### config.mk
export PLATFORM = sky130hd
export DESIGN_NAME = rotate_func
export DESIGN_NICKNAME = d
export VERILOG_FILES = /design/src/rtl/rotate_func.sv
export SDC_FILE = /design/constraint.sdc
export NUM_CORES = 2
export LEC_CHECK = 0
export CORE_ASPECT_RATIO = 0.75
export CORE_MARGIN = 3
export CORE_UTILIZATION = 50
export DETAILED_ROUTE_END_ITERATION = 8
export GPL_TIMING_DRIVEN = 0
export HOLD_SLACK_MARGIN = 0.12
export PLACE_DENSITY = 0.77
export SLEW_MARGIN = 20
export SYNTH_ARGS = -nofsm -noshare
export SYNTH_HDL_FRONTEND = slang
export SYNTH_SLANG_ARGS = --single-unit
### constraint.sdc
create_clock -name clk -period 4.53 [get_ports clk]
set_input_delay 0.6795 -clock clk [delete_from_list [all_inputs] [get_ports clk]]
set_output_delay 0.6795 -clock clk [all_outputs]
set_load 0.02 [all_outputs]
### src/rtl/rotate_func.sv
// rotate_func: per-lane z-rotation of a 64-slice 5x5 state.
// Buffers 64 slices, then streams each slice back with every lane rotated.
module rotate_func #(
  parameter int LINES = 64,
  parameter int W     = 25
) (
  input  logic         clk,
  input  logic         rst,
  input  logic         start,
  input  logic         in_valid,
  input  logic [W-1:0] in_data,
  output logic         in_ready,
  output logic         out_valid,
  output logic [W-1:0] out_data,
  input  logic         out_ready,
  output logic         busy,
  output logic         done
);

  localparam int AW = $clog2(LINES);
  localparam logic [AW-1:0] LAST = AW'(LINES - 1);

  // Rotation offset of lane (x,y), indexed by bit i = 5*x + y.
  localparam int ROT [25] = '{
     0, 36,  3, 41, 18,
     1, 44, 10, 45,  2,
    62,  6, 43, 15, 61,
    28, 55, 25, 21, 56,
    27, 20, 39,  8, 14
  };

  typedef enum logic [1:0] {
    IDLE,
    LOAD,
    EMIT,
    FIN
  } state_t;

  state_t        state;
  logic [AW-1:0] in_cnt;
  logic [AW-1:0] out_cnt;
  logic [W-1:0]  mem [LINES];
  logic [W-1:0]  rot_data;
  logic          in_xfer;
  logic          out_xfer;

  assign in_xfer  = in_valid & in_ready;
  assign out_xfer = out_valid & out_ready;

  // Slice buffer: written only while loading, never reset.
  always_ff @(posedge clk) begin
    if (in_xfer) begin
      mem[in_cnt] <= in_data;
    end
  end

  // Each lane bit reads its own slice, out_cnt minus its offset, mod 64.
  for (genvar i = 0; i < W; i++) begin : g_rot
    logic [AW-1:0] addr;
    assign addr        = out_cnt - AW'(ROT[i]);
    assign rot_data[i] = mem[addr][i];
  end

  // Output is forced to zero outside EMIT so reset clears it at once.
  assign out_data = out_valid ? rot_data : '0;

  // Control FSM with registered handshake and status outputs.
  always_ff @(posedge clk or posedge rst) begin
    if (rst) begin
      state     <= IDLE;
      in_cnt    <= '0;
      out_cnt   <= '0;
      in_ready  <= 1'b0;
      out_valid <= 1'b0;
      busy      <= 1'b0;
      done      <= 1'b0;
    end else begin
      done <= 1'b0;
      unique case (state)
        IDLE: begin
          if (start) begin
            state    <= LOAD;
            in_cnt   <= '0;
            out_cnt  <= '0;
            in_ready <= 1'b1;
            busy     <= 1'b1;
          end
        end
        LOAD: begin
          if (in_xfer) begin
            in_cnt <= in_cnt + 1'b1;
            if (in_cnt == LAST) begin
              state     <= EMIT;
              in_ready  <= 1'b0;
              out_valid <= 1'b1;
            end
          end
        end
        EMIT: begin
          if (out_xfer) begin
            out_cnt <= out_cnt + 1'b1;
            if (out_cnt == LAST) begin
              state     <= FIN;
              out_valid <= 1'b0;
              done      <= 1'b1;
            end
          end
        end
        FIN: begin
          state <= IDLE;
          busy  <= 1'b0;
        end
      endcase
    end
  end

endmodule
## After elaboration in Yosys (flattened, before gate mapping)

Memory sizes are Yosys's and may differ from the RTL's.
Cells that the tools add are included.

| storage, ports and cells | value |
|---|---|
| input port bits | 30 |
| RAM bits | 1600 |
| memories kept | 1 |
| logic and storage cells | 84 |
| output and inout bits | 29 |
| register bits after elaboration | 18 |

Memory list:

| memory | words | bits a word | read ports | clocked after Yosys merged registers in | write ports | line | text |
|---|---|---|---|---|---|---|---|
| mem | 64 | 25 | 25 | 0 | 1 | 42 | `logic [W-1:0] mem [LINES];` |

| cells by class | value |
|---|---|
| mux-type cells | 27 |
| bitwise gates (word level) | 2 |
| reductions and logical operators | 11 |
| equal/unequal tests | 10 |
| add/subtract/negate cells | 26 |

Operators with widths:

| cell | count |
|---|---|
| subtractor 6 bit (second input constant) | 10 |
| subtractor 6 x 5 -> 6 bit (second input constant) | 6 |
| 2-to-1 mux 25 bit | 1 |
| one-hot mux 6 bit (2 select lines) | 2 |
| subtractor 6 x 4 -> 6 bit (second input constant) | 4 |
| 2-to-1 mux 6 bit | 3 |
| adder 6 x 1 -> 6 bit (second input constant) | 2 |
| == test 6 bit (second input constant) | 2 |
| 2-to-1 mux 1 bit | 12 |
| subtractor 6 x 2 -> 6 bit (second input constant) | 2 |
| 2-to-1 mux 2 bit | 5 |
| inequality test 2 bit (second input constant) | 5 |
| AND reduction 5 bit | 2 |
| one-hot mux 2 bit (4 select lines) | 1 |
| nonzero test 2 bit | 4 |
| one-hot mux 1 bit (2 select lines) | 3 |
| AND reduction 3 bit | 2 |
| subtractor 6 x 1 -> 6 bit (second input constant) | 1 |
| subtractor 6 x 3 -> 6 bit (second input constant) | 1 |
| == test 2 bit (second input constant) | 2 |
| AND reduction 4 bit | 1 |
| AND 1 bit | 2 |
| == test 2 x 1 -> 1 bit (second input constant) | 1 |
| logical NOT 2 bit | 1 |
| AND reduction 2 bit | 1 |

## Logic depth before layout (Yosys ltp)

| logic depth | value |
|---|---|
| depth in word-level cells | 4 |
| gate-level depth with buffers | 16 |
| gate-level depth less buffers | 8 |

## Least setup slack after synthesis

OpenSTA, ideal clock, no wires.

| timing | value |
|---|---|
| path kind | register -> output |
| from | reg out_cnt[1] |
| to | out out_data[24] |
| buffers on the path | 6 |
| path slack | -0.005 ns |
| required time | 3.851 ns |
| data arrival time | 3.855 ns |
| cell stages (with the launch flop) | 14 |
| cells stage by stage | dfrtp_1 > buf_2 > buf_1 > buf_2 > clkinv_1 > ha_1 > buf_2 > clkbuf_1 > clkbuf_1 > mux4_2 > nor2_1 > a2111oi_0 > a21oi_1 > o21ai_0 |

| between the ends | value |
|---|---|
| cells in the longest elaborated chain, start to end | 3 |

RTL lines:

| what | line | text |
|---|---|---|
| from (decl) | 41 | `logic [AW-1:0] out_cnt;` |
| from (signal assigned) | 101 | `out_cnt <= out_cnt + 1'b1;` |
| subtractor 6 x 4 -> 6 bit | 60 | `assign addr = out_cnt - AW'(ROT[i]);` |
| memory read (64 x 25 bit) | - |  |
| 2-to-1 mux 25 bit | 65 | `assign out_data = out_valid ? rot_data : '0;` |
| to (decl) | 14 | `output logic [W-1:0] out_data,` |

No other way between the ends.

## Final worst setup path

| timing | value |
|---|---|
| from | reg out_cnt[0] |
| to | out out_data[18] |

| between the ends | value |
|---|---|
| cells in the longest elaborated chain, start to end | 3 |

RTL lines:

| what | line |
|---|---|
| subtractor 6 x 5 -> 6 bit | 60 |
| memory read (64 x 25 bit) | - |
| 2-to-1 mux 25 bit | 65 |

No other way between the ends.

==> run_summary.xml <==
<?xml version="1.0" encoding="UTF-8"?>
<metrics>
  <group name="status">
    <metric name="status" unit="">finished, violations left</metric>
    <metric name="violations_in_the_final_reports" unit="">design-rule violations, max-capacitance violations, max-slew violations, negative setup slack</metric>
  </group>
  <group name="drt">
    <metric name="detail-route-antenna-nets" unit="">0</metric>
    <metric name="post_detailed_route_via_to_cell_ratio" unit="">7.45</metric>
    <metric name="remaining_drc_errors" unit="">25</metric>
    <metric name="wl_per_cell" unit="um">46.8</metric>
    <metric name="met2WireLength" unit="um">97600</metric>
    <metric name="drt_first_iter_violations" unit="">8353</metric>
    <metric name="met1_length" unit="um">71200</metric>
    <metric name="wirelength" unit="um">236000</metric>
    <metric name="top_layer" unit="">met5</metric>
    <metric name="first_pass_iters" unit="">9</metric>
    <metric name="vias" unit="">37600</metric>
    <metric name="route.met3.wl" unit="um">48200</metric>
  </group>
  <group name="layout">
    <metric name="area_growth_syn_to_layout" unit="%">22.9</metric>
    <metric name="drive_above_1_share" unit="%">39.6</metric>
    <metric name="fin_nets" unit="">3329</metric>
  </group>
  <group name="placed_design">
    <metric name="routabilityCongestion" unit="">0.952</metric>
    <metric name="place.detailed.hpwl" unit="um">140000</metric>
    <metric name="port_buffer_cells" unit="">58</metric>
  </group>
  <group name="timing">
    <metric name="finalHoldViolCount" unit="">0</metric>
    <metric name="fin_worst_skew" unit="ns">0.0357</metric>
    <metric name="report.final.slew_viol_count" unit="">11</metric>
    <metric name="report.final.setup_viol" unit="">24</metric>
    <metric name="tightest_slew" unit="ns">1.51</metric>
    <metric name="final.min_clock_period" unit="ns">5.03</metric>
    <metric name="finalSetupTns" unit="ns">-5.88</metric>
    <metric name="finalWorstSetupSlack" unit="ns">-0.496</metric>
    <metric name="layout_worst_path_cycle_share" unit="%">111</metric>
    <metric name="unrepaired_setup_endpoints_after_global_routing" unit="">true</metric>
    <metric name="achievable-frequency" unit="MHz">199</metric>
    <metric name="maxSlewHeadroom" unit="%">-0.721</metric>
  </group>
  <group name="min_path">
    <metric name="min_path_type" unit="">in2reg</metric>
  </group>
  <group name="die">
    <metric name="num_io_pins" unit="">59</metric>
    <metric name="chipWidth" unit="um">417</metric>
    <metric name="core" unit="um^2">125000</metric>
    <metric name="initial_utilization" unit="%">50.7</metric>
    <metric name="floorplan.die.height" unit="um">314</metric>
    <metric name="fp-row-count" unit="">112</metric>
    <metric name="dieArea" unit="um^2">131000</metric>
  </group>
  <group name="run">
    <metric name="max_cap_viol_count" unit="">1</metric>
  </group>
  <group name="cts">
    <metric name="cts_tree" unit="">yes</metric>
    <metric name="cts.sink_count" unit="">1618</metric>
    <metric name="cts_max_path_buffers" unit="">3</metric>
    <metric name="cts_hold_buffers" unit="">0</metric>
    <metric name="cts.htree.levels" unit="">4</metric>
    <metric name="clock_transition_at_the_registers_of_the_reported_paths" unit="ns">0.08</metric>
    <metric name="buffer_cell_driving_the_clock_tree_root" unit="">sky130_fd_sc_hd__clkbuf_16</metric>
    <metric name="clock_buffers_created_by_tritoncts" unit="">145</metric>
    <metric name="clock_latency_reported_for_the_late_side_of_the_worst_skew_pair" unit="ns">0.78</metric>
  </group>
  <group name="critical_path">
    <metric name="crit_end" unit="">out_data[18]</metric>
    <metric name="rrSetupSlack" unit="ns">0.67</metric>
    <metric name="timing.critical_path.required" unit="ns">3.85</metric>
    <metric name="timing.critical_path.from_type" unit="">register</metric>
    <metric name="worstSetupStartpoint" unit="">out_cnt[0]</metric>
    <metric name="timing.critical_path.mode_cell" unit="">sky130_fd_sc_hd__buf_12</metric>
    <metric name="timing.reg2reg.worst_path_depth" unit="">8</metric>
    <metric name="timing.critical_path.to_type" unit="">output port</metric>
    <metric name="crit_type" unit="">reg2out</metric>
    <metric name="delay_of_the_slowest_cell_on_the_worst_path" unit="ns">0.46</metric>
    <metric name="cp_max_fo" unit="">10</metric>
    <metric name="rr_endpoint" unit="">mem[32][13]</metric>
    <metric name="timing.critical_path.slowest_stage_cell" unit="">sky130_fd_sc_hd__mux4_2</metric>
    <metric name="timing.critical_path.cells" unit="">buf_6, buf_12, buf_12, buf_12, buf_12, inv_6, ha_4, buf_12, buf_6, buf_8, mux4_2, o21ai_1, nand3_1, nand4_1, o31ai_4, buf_6</metric>
    <metric name="timing.critical_path.arrival" unit="ns">4.35</metric>
    <metric name="timing.rr.start" unit="">in_ready</metric>
  </group>
  <group name="power">
    <metric name="pwr_density_cell" unit="nW/um^2">556</metric>
    <metric name="power_leakage" unit="nW">24.4</metric>
    <metric name="power.total" unit="mW">43.4</metric>
    <metric name="ir_drop_worst_vdd" unit="uV">468</metric>
  </group>
  <group name="synth">
    <metric name="async_reset_ff_share" unit="%">1.11</metric>
    <metric name="synth-edff-count" unit="">1600</metric>
    <metric name="yosys_warnings" unit="">0</metric>
    <metric name="synth_area_per_cell" unit="um^2">22.7</metric>
    <metric name="synth_largest_type_area_fraction" unit="%">75.8</metric>
    <metric name="synth_seq_cells" unit="">1618</metric>
    <metric name="synthesis.area" unit="um^2">63400</metric>
    <metric name="synth_area_leaders" unit="">sky130_fd_sc_hd__edfxtp_1 (76%), sky130_fd_sc_hd__mux4_2 (17%), sky130_fd_sc_hd__mux2i_1 (0.76%)</metric>
    <metric name="synth_nets" unit="">2842</metric>
    <metric name="synthDominantAreaCellType" unit="">sky130_fd_sc_hd__edfxtp_1</metric>
    <metric name="netlist-cell-type-count" unit="">56</metric>
    <metric name="ys_dominant_reg_cell" unit="">sky130_fd_sc_hd__edfxtp_1</metric>
    <metric name="seq_area_frac_synth" unit="%">76.5</metric>
    <metric name="post_synth_inst_count" unit="">2788</metric>
  </group>
  <group name="grt">
    <metric name="grt_antenna_before_repair" unit="">10</metric>
    <metric name="gr-usage-all-layers" unit="%">35.1</metric>
    <metric name="grt_start_max_net_pins" unit="">57</metric>
    <metric name="grt_pass1_vias" unit="">35700</metric>
    <metric name="grt_pass1_wl" unit="um">306000</metric>
    <metric name="grt.overflow.total" unit="">0</metric>
  </group>
</metrics>
-- cells by family after synthesis --
kind of cell	share of synthesized area (%)
flip-flops	76.5
adder cells (fa/ha/maj)	0.474
AND/OR/NAND/NOR	1.99
buffers and inverters	1.24
multiplexers	17.7
AO/OA/AOI/OAI	1.39
XOR/XNOR	0.691
-- per-layer routing --
metal  track usage (%)  vias up
li1                  -    12800
met1              44.5    18800
met2              47.9     4740
met3              18.5     1260
met4              21.1       16
met5             0.663        -
-- report_power, final --
| group | switching [mW] | internal, mW | leakage, nW |
|---|---|---|---|
| Clock | 5.72 | 6.93 | 2.29 |
| Combinational | 7.73 | 6.34 | 7.55 |
| Sequential | 0.0719 | 16.6 | 14.6 |
-- cell usage after synthesis, types with 7 or more instances --
| cell | count |
|---|---|
| sky130_fd_sc_hd__mux2i_1 | 48 |
| sky130_fd_sc_hd__nand3_1 | 38 |
| sky130_fd_sc_hd__edfxtp_1 | 1600 |
| sky130_fd_sc_hd__buf_1 | 19 |
| sky130_fd_sc_hd__nand2_1 | 71 |
| sky130_fd_sc_hd__clkbuf_1 | 61 |
| sky130_fd_sc_hd__or2_2 | 8 |
| sky130_fd_sc_hd__mux2_2 | 15 |
| sky130_fd_sc_hd__xnor2_1 | 43 |
| sky130_fd_sc_hd__dfrtp_1 | 18 |
| sky130_fd_sc_hd__buf_6 | 10 |
| sky130_fd_sc_hd__and2_1 | 11 |
| sky130_fd_sc_hd__xor2_1 | 7 |
| sky130_fd_sc_hd__or3_1 | 8 |
| sky130_fd_sc_hd__a21oi_1 | 28 |
| sky130_fd_sc_hd__o2111ai_1 | 7 |
| sky130_fd_sc_hd__o22ai_1 | 7 |
| sky130_fd_sc_hd__buf_4 | 27 |
| sky130_fd_sc_hd__nand3b_1 | 7 |
| sky130_fd_sc_hd__nor2_1 | 95 |
| sky130_fd_sc_hd__o211ai_1 | 7 |
| sky130_fd_sc_hd__inv_1 | 11 |
| sky130_fd_sc_hd__nor2b_1 | 8 |
| sky130_fd_sc_hd__o21ai_0 | 32 |
| sky130_fd_sc_hd__a31oi_1 | 10 |
| sky130_fd_sc_hd__mux4_2 | 470 |
| sky130_fd_sc_hd__ha_1 | 24 |
| sky130_fd_sc_hd__buf_2 | 23 |
-- per-stage QoR --
step           hold WS, ns  util, %  std cells  setup WS (ns)  instance area, um^2
5_1_grt              0.259     62.3       5043         -0.386                77900
3_5_place_dp         0.561     56.1       4668          -3.48                70200
2_1_floorplan        0.528        -       2788         0.0301                63400
4_1_cts              0.224     61.5       4981         -0.334                76900
3_3_place_gp         0.557     52.8       4499          -6.23                66000
6_report             0.277     62.3       5048         -0.496                77900
-- layout by cell type (no fill, tap or decap), drive strengths merged, types with 10 or more instances in the layout --
master     n
a21oi     28
nand2     71
xnor2     43
inv       15
o21ai     32
dfrtp     18
mux2i     48
mux2      15
bufinv    13
buf      409
mux4     470
clkbuf   243
and2      11
nor2      95
nand3     38
ha        24
clkinv    61
a31oi     10
edfxtp  1600
-- worst min-delay path by stage --
stage                            from  cells after the start  slack, ns     endpoint
after floorplan              state[0]                      1       0.53     state[0]
after global placement           busy                      2       0.56         busy
after detailed placement         busy                      2       0.56         busy
after CTS                 in_data[11]                      1       0.22  mem[22][11]
after global routing      in_data[11]                      1       0.26   mem[0][11]
final                     in_data[16]                      1       0.28  mem[30][16]
-- flip-flops by register name, summed over array words and instances, names as in the netlist --
name	count
done	1
state	2
mem	1600
out_cnt	6
in_cnt	6
busy	1
out_valid	1
in_ready	1
-- area by class of cell --
type                    instances  area (um^2)
well taps                    1653         2070
fillers                      7687        47200
repair buffers                348         5270
clock inverters                80          732
diodes                          5         12.5
inverters                      15          105
flip-flops and latches       1618        48500
clock buffers                 182         3950
plain buffers                 132         1640
multi-input cells            1015        15700
-- what timing repair did --
action	in CTS	in global routing
gates cloned	1	7
buffers inserted	53	59
pin swaps	18	24
endpoints found under the setup margin	26	25
resized for setup	486	142
-- worst max-delay path, delay by kind of cell (launching register included) --
| kind | cells | cell delay (ns) |
|---|---|---|
| multiplexers | 1 | 0.46 |
| flip-flops | 1 | 0.42 |
| AND/OR/NAND/NOR | 2 | 0.40 |
| AO/OA/AOI/OAI | 2 | 0.35 |
| buffers and inverters | 10 | 1.51 |
| adder cells (fa/ha/maj) | 1 | 0.38 |
No activity file was read; power rests on OpenSTA's default activity.
